[src/rtl/inv_sub_bytes_seq.sv]
// Iterative AES InvSubBytes over a 128-bit state, BYTES_PER_CYCLE S-box lanes per clock.
// Optional macro INV_SUB_BYTES_FWD_EN adds fwd_mode to select the forward S-box per operation.
module inv_sub_bytes_seq #(
  parameter int BYTES_PER_CYCLE = 4
) (
  input  logic         clk,
  input  logic         reset_n,
`ifdef INV_SUB_BYTES_FWD_EN
  input  logic         fwd_mode,
`endif
  input  logic         in_valid,
  output logic         in_ready,
  input  logic [0:127] in_state,
  output logic         out_valid,
  input  logic         out_ready,
  output logic [0:127] out_state
);

  localparam int BPC  = BYTES_PER_CYCLE;
  localparam int NGRP = 16 / BPC;
  localparam int GW   = (NGRP > 1) ? $clog2(NGRP) : 1;
  localparam logic [GW-1:0] LAST_GRP = GW'(NGRP - 1);

  if (!(BPC == 1 || BPC == 2 || BPC == 4 || BPC == 8 || BPC == 16)) begin : g_bpc_check
    $error("inv_sub_bytes_seq: BYTES_PER_CYCLE must be 1, 2, 4, 8 or 16");
  end

  localparam logic [0:255][7:0] INV_SBOX = {
    128'h52096ad53036a538bf40a39e81f3d7fb, 128'h7ce339829b2fff87348e4344c4dee9cb,
    128'h547b9432a6c2233dee4c950b42fac34e, 128'h082ea16628d924b2765ba2496d8bd125,
    128'h72f8f66486689816d4a45ccc5d65b692, 128'h6c704850fdedb9da5e154657a78d9d84,
    128'h90d8ab008cbcd30af7e45805b8b34506, 128'hd02c1e8fca3f0f02c1afbd0301138a6b,
    128'h3a9111414f67dcea97f2cfcef0b4e673, 128'h96ac7422e7ad3585e2f937e81c75df6e,
    128'h47f11a711d29c5896fb7620eaa18be1b, 128'hfc563e4bc6d279209adbc0fe78cd5af4,
    128'h1fdda8338807c731b11210592780ec5f, 128'h60517fa919b54a0d2de57a9f93c99cef,
    128'ha0e03b4dae2af5b0c8ebbb3c83539961, 128'h172b047eba77d626e169146355210c7d
  };

`ifdef INV_SUB_BYTES_FWD_EN
  localparam logic [0:255][7:0] SBOX = {
    128'h637c777bf26b6fc53001672bfed7ab76, 128'hca82c97dfa5947f0add4a2af9ca472c0,
    128'hb7fd9326363ff7cc34a5e5f171d83115, 128'h04c723c31896059a071280e2eb27b275,
    128'h09832c1a1b6e5aa0523bd6b329e32f84, 128'h53d100ed20fcb15b6acbbe394a4c58cf,
    128'hd0efaafb434d338545f9027f503c9fa8, 128'h51a3408f929d38f5bcb6da2110fff3d2,
    128'hcd0c13ec5f974417c4a77e3d645d1973, 128'h60814fdc222a908846eeb814de5e0bdb,
    128'he0323a0a4906245cc2d3ac629195e479, 128'he7c8376d8dd54ea96c56f4ea657aae08,
    128'hba78252e1ca6b4c6e8dd741f4bbd8b8a, 128'h703eb5664803f60e613557b986c11d9e,
    128'he1f8981169d98e949b1e87e9ce5528df, 128'h8ca1890dbfe6426841992d0fb054bb16
  };
  logic fwd_q, fwd_d;
`endif

  typedef enum logic [1:0] {IDLE, BUSY, DONE} state_t;

  state_t        state_q, state_d;
  logic [GW-1:0] grp_q, grp_d;
  logic [7:0]    work_q [16];
  logic [7:0]    work_d [16];
  logic [7:0]    lane_in  [BPC];
  logic [7:0]    lane_out [BPC];
  logic [3:0]    base;

  // First byte of the group currently being substituted; wraps to 0 harmlessly when BPC=16.
  assign base = 4'(32'(grp_q) * BPC);

  for (genvar gi = 0; gi < BPC; gi++) begin : g_lane
    assign lane_in[gi] = work_q[base + 4'(gi)];
`ifdef INV_SUB_BYTES_FWD_EN
    assign lane_out[gi] = fwd_q ? SBOX[lane_in[gi]] : INV_SBOX[lane_in[gi]];
`else
    assign lane_out[gi] = INV_SBOX[lane_in[gi]];
`endif
  end

  always_comb begin
    state_d = state_q;
    grp_d   = grp_q;
    work_d  = work_q;
`ifdef INV_SUB_BYTES_FWD_EN
    fwd_d   = fwd_q;
`endif
    case (state_q)
      IDLE: begin
        if (in_valid) begin
          for (int k = 0; k < 16; k++) work_d[k] = in_state[8*k +: 8];
          grp_d   = '0;
`ifdef INV_SUB_BYTES_FWD_EN
          fwd_d   = fwd_mode;
`endif
          state_d = BUSY;
        end
      end
      BUSY: begin
        for (int l = 0; l < BPC; l++) work_d[base + 4'(l)] = lane_out[l];
        grp_d = grp_q + 1'b1;
        if (grp_q == LAST_GRP) begin
          grp_d   = '0;
          state_d = DONE;
        end
      end
      DONE: begin
        if (out_ready) state_d = IDLE;
      end
      default: state_d = IDLE;
    endcase
  end

  always_ff @(posedge clk or negedge reset_n) begin
    if (!reset_n) begin
      state_q <= IDLE;
      grp_q   <= '0;
      for (int k = 0; k < 16; k++) work_q[k] <= 8'h00;
`ifdef INV_SUB_BYTES_FWD_EN
      fwd_q   <= 1'b0;
`endif
    end else begin
      state_q <= state_d;
      grp_q   <= grp_d;
      work_q  <= work_d;
`ifdef INV_SUB_BYTES_FWD_EN
      fwd_q   <= fwd_d;
`endif
    end
  end

  assign in_ready  = (state_q == IDLE);
  assign out_valid = (state_q == DONE);

  for (genvar gi = 0; gi < 16; gi++) begin : g_out
    assign out_state[8*gi +: 8] = out_valid ? work_q[gi] : 8'h00;
  end

endmodule
[config.mk]
export PLATFORM = sky130hd
export DESIGN_NAME = inv_sub_bytes_seq
export DESIGN_NICKNAME = d
export VERILOG_FILES = /design/src/rtl/inv_sub_bytes_seq.sv
export SDC_FILE = /design/constraint.sdc
export NUM_CORES = 1
export LEC_CHECK = 0
export ABC_CLOCK_PERIOD_IN_PS = 12310
export CORE_MARGIN = 2
export CORE_UTILIZATION = 32
export DETAILED_ROUTE_END_ITERATION = 6
export PLACE_DENSITY = 0.52
export SLEW_MARGIN = 20
export SYNTH_ARGS = -nofsm -noshare
export SYNTH_HDL_FRONTEND = slang
export SYNTH_SLANG_ARGS = --single-unit
[constraint.sdc]
create_clock -name clk -period 12.31 [get_ports clk]
set_clock_uncertainty 0.15 [all_clocks]
set_input_delay 3.693 -clock clk [delete_from_list [all_inputs] [get_ports clk]]
set_output_delay 3.693 -clock clk [all_outputs]
set_load 0.05 [all_outputs]
==> flow_summary_export.csv <==
group,metric,value,unit
synth,yosysTopAreaCell,"dfrtp_1",
grt,antenna_found_initial,6,
setup_path,crit-reg2reg-launch,"grp_q[0]$_DFFE_PN0P_",
setup_path,crit_type,"flip-flop to output pin",
clock_network,postCtsHoldBufs,0,
floorplan,die_w,260,µm
layout,post-route-util,37.3,%
placed_design,dp_hpwl,78600,µm
timing,rsz0062_at_grt,"no",
floorplan,start_util,32.4,%
synth,synth.avg_cell_area,7.21,µm²
timing,setup_viol,0,
clock_network,postCtsSetupBuffers,0,
grt,gr-total-overflow,0,
layout,nFillCells,6791,
clock_network,clock_path_buffers,2,
setup_path,cpPeakStageDelay,0.85,ns
setup_path,cp.arrival,3.56,ns
status,status,"finished clean",
routing,dr.pass1.iters,7,
layout,drive_gt1_share,7.67,%
setup_path,endpoint_kind,"output pin",
grt,grtUsageMet2,49.7,%
timing,period_share,60.1,%
timing,period_needed,7.40,ns
synth,synth_top_flop_cell,"dfrtp_1",
timing,fmax,135,MHz
grt,grt_max_degree,86,
floorplan,pin_count,262,
routing,drtIter0Drc,4829,
grt,gr-usage-met1,44.2,%
floorplan,coreArea,64500,µm²
synth,ys_ff_latch,132,
layout,regArea,3310,µm²
clock_network,htreeDepth,4,
min_path,min_from,"work_q[32]$_DFFE_PN0P_",
clock_network,clockRootBuffer,"clkbuf_16",
synth,yosys_warnings,0,
routing,post_drt_wl_per_cell,30.8,µm
synth,synthArstFlopShare,100,%
synth,synth.area.top_cells,"dfrtp_1, o21ai_0, a21oi_1",
routing,num_vias,26300,
setup_path,cp_max_fo,85,
layout,fin_nets,3112,
placed_design,gp_congestion,1.02,
synth,synth_area,20900,µm²
timing,hold_viol,0,
clock_network,cts_made_buffers,17,
timing,finalSetupTns,0,ns
floorplan,num_rows,93,
setup_path,path_delay_family,"buffers and inverters",
flow_run,cap_violations,0,
synth,synth-edff-count,0,
setup_path,crit_required,8.47,ns
grt,grt-busiest-layer,"met2",
synth,yosysMostFrequentCell,"nand2_1",
layout,multi_input_area,15900,µm²
min_path,worstHoldPathType,"flip-flop to flip-flop",
setup_path,crit_buf_inv,2,
placed_design,post-place-ws,5.19,ns
timing,relSlewSlack,24.2,%
grt,grt_usage,33.1,%
routing,wl,116000,µm
synth,synth_nets,3114,
clock_network,clkSinkCount,132,
clock_network,cts_resized,0,
grt,grtUsageMet3,8.30,%
routing,vias_per_cell,6.98,
synth,yosysTopAreaCellShare,15.8,%
synth,yosysSeqAreaShare,15.8,%
routing,ant_nets,0,
setup_path,slowest_stage,"clkdlybuf4s50_1",
layout,area_delta_synth_final,15.2,%
setup_path,startpoint,"state_q[0]$_DFFE_PN0P_",
setup_path,crit_chain,"nor2b_4, buf_4, and2_1, clkdlybuf4s50_1",
timing,worst_slack,4.91,ns
floorplan,die_h,260,µm
clock_network,clock_latency,0.51,ns
timing,maxSlewViolCount,0,
routing,route.detailed.drc,0,
timing,tightest_slew,1.13,ns
synth,ys_types,98,
floorplan,dieArea,67300,µm²
grt,grt_pass1_wl,169000,µm
clock_network,cts_tree,"built",
placed_design,port_buffers,261,
clock_network,cts.clk_slew.worst_paths,0.07,ns
setup_path,setup.worst_path.start_class,"flip-flop",
synth,synth_common_cells,"nand2_1, o21ai_0, a21oi_1",
grt,grt_pass1_vias,24700,
synth,syn_inst,2898,
worst min-delay path, cell delays in order (launching register included):
cell     delay, ns
dfrtp_1       0.35
a22oi_1       0.06
o21ai_0       0.07
final cells by class:
class                   count  area share (%)
multi-input cells        2397            66.2
flip-flops and latches    132            13.8
repair buffers            314            12.5
well taps                 855            4.44
clock buffers              17            1.77
clock inverters            15           0.748
inverters                  34           0.546
diodes                      1          0.0104
worst paths after layout:
kind	end	slack [ns]	cells after the start
max in group asynchronous	grp_q[0]$_DFFE_PN0P_	7.37	2
worst max register to register	work_q[58]$_DFFE_PN0P_	5.88	13
worst min-delay path	work_q[32]$_DFFE_PN0P_	0.38	2
worst max-delay path	out_state[101]	4.91	4
worst min register to register	work_q[32]$_DFFE_PN0P_	0.38	2
min in group asynchronous	work_q[50]$_DFFE_PN0P_	3.06	1
routing by layer:
| metal | part of all wire, % | routed length, µm |
|---|---|---|
| met4 | 5.1 | 5960 |
| met1 | 40 | 46300 |
| met2 | 43 | 50100 |
| met3 | 12 | 13600 |
| met5 | 0.060 | 70 |
state kept, by name, indices dropped and copies added, names as in the netlist:
register,count
grp_q,2
state_q,2
work_q,128
stage by stage:
| stage | instance area, µm² | instances | hold slack, ns |
|---|---|---|---|
| after floorplan | 20900 | 2898 | 0.330 |
| final | 24100 | 3765 | 0.379 |
| after CTS | 24100 | 3764 | 0.385 |
| after global placement | 23500 | 3732 | 0.359 |
| after global routing | 24100 | 3764 | 0.406 |
| after detailed placement | 23500 | 3732 | 0.368 |
placed cells by master (no fill, tap or decap), types with 25 or more instances in the layout:
cell type,instances
dfrtp_1,130
a21oi_1,226
a31oi_1,74
a311oi_1,59
or2_2,28
nor3_1,66
and2_1,154
nand2b_1,74
nand3_1,119
o31ai_1,36
nor2_1,152
a211oi_1,48
mux2_2,25
o211ai_1,80
inv_1,28
a221oi_1,29
mux2i_1,54
o21ai_0,247
ha_1,84
mux4_2,28
o221ai_1,27
o311ai_0,27
nand2_1,247
nor2b_1,36
a22oi_1,129
clkdlybuf4s50_1,260
buf_4,53
cells by family (layout without fill, tap and decap cells):
logic type	after synthesis	count (layout)	share of synthesized area [%]
DFF	132	132	15.8
other	0	1	0
adders and majority gates	84	84	5.03
AOI/OAI and AO/OA	1200	1200	39.0
muxes	113	113	7.30
buffers and inverters	369	380	8.35
xor gates and xnor gates	8	8	0.407
and+or+nand+nor	992	992	24.1
Power is left out: the tool's default activity adds up to more than one toggle a clock period on the data nets, which glitch-free logic cannot reach.
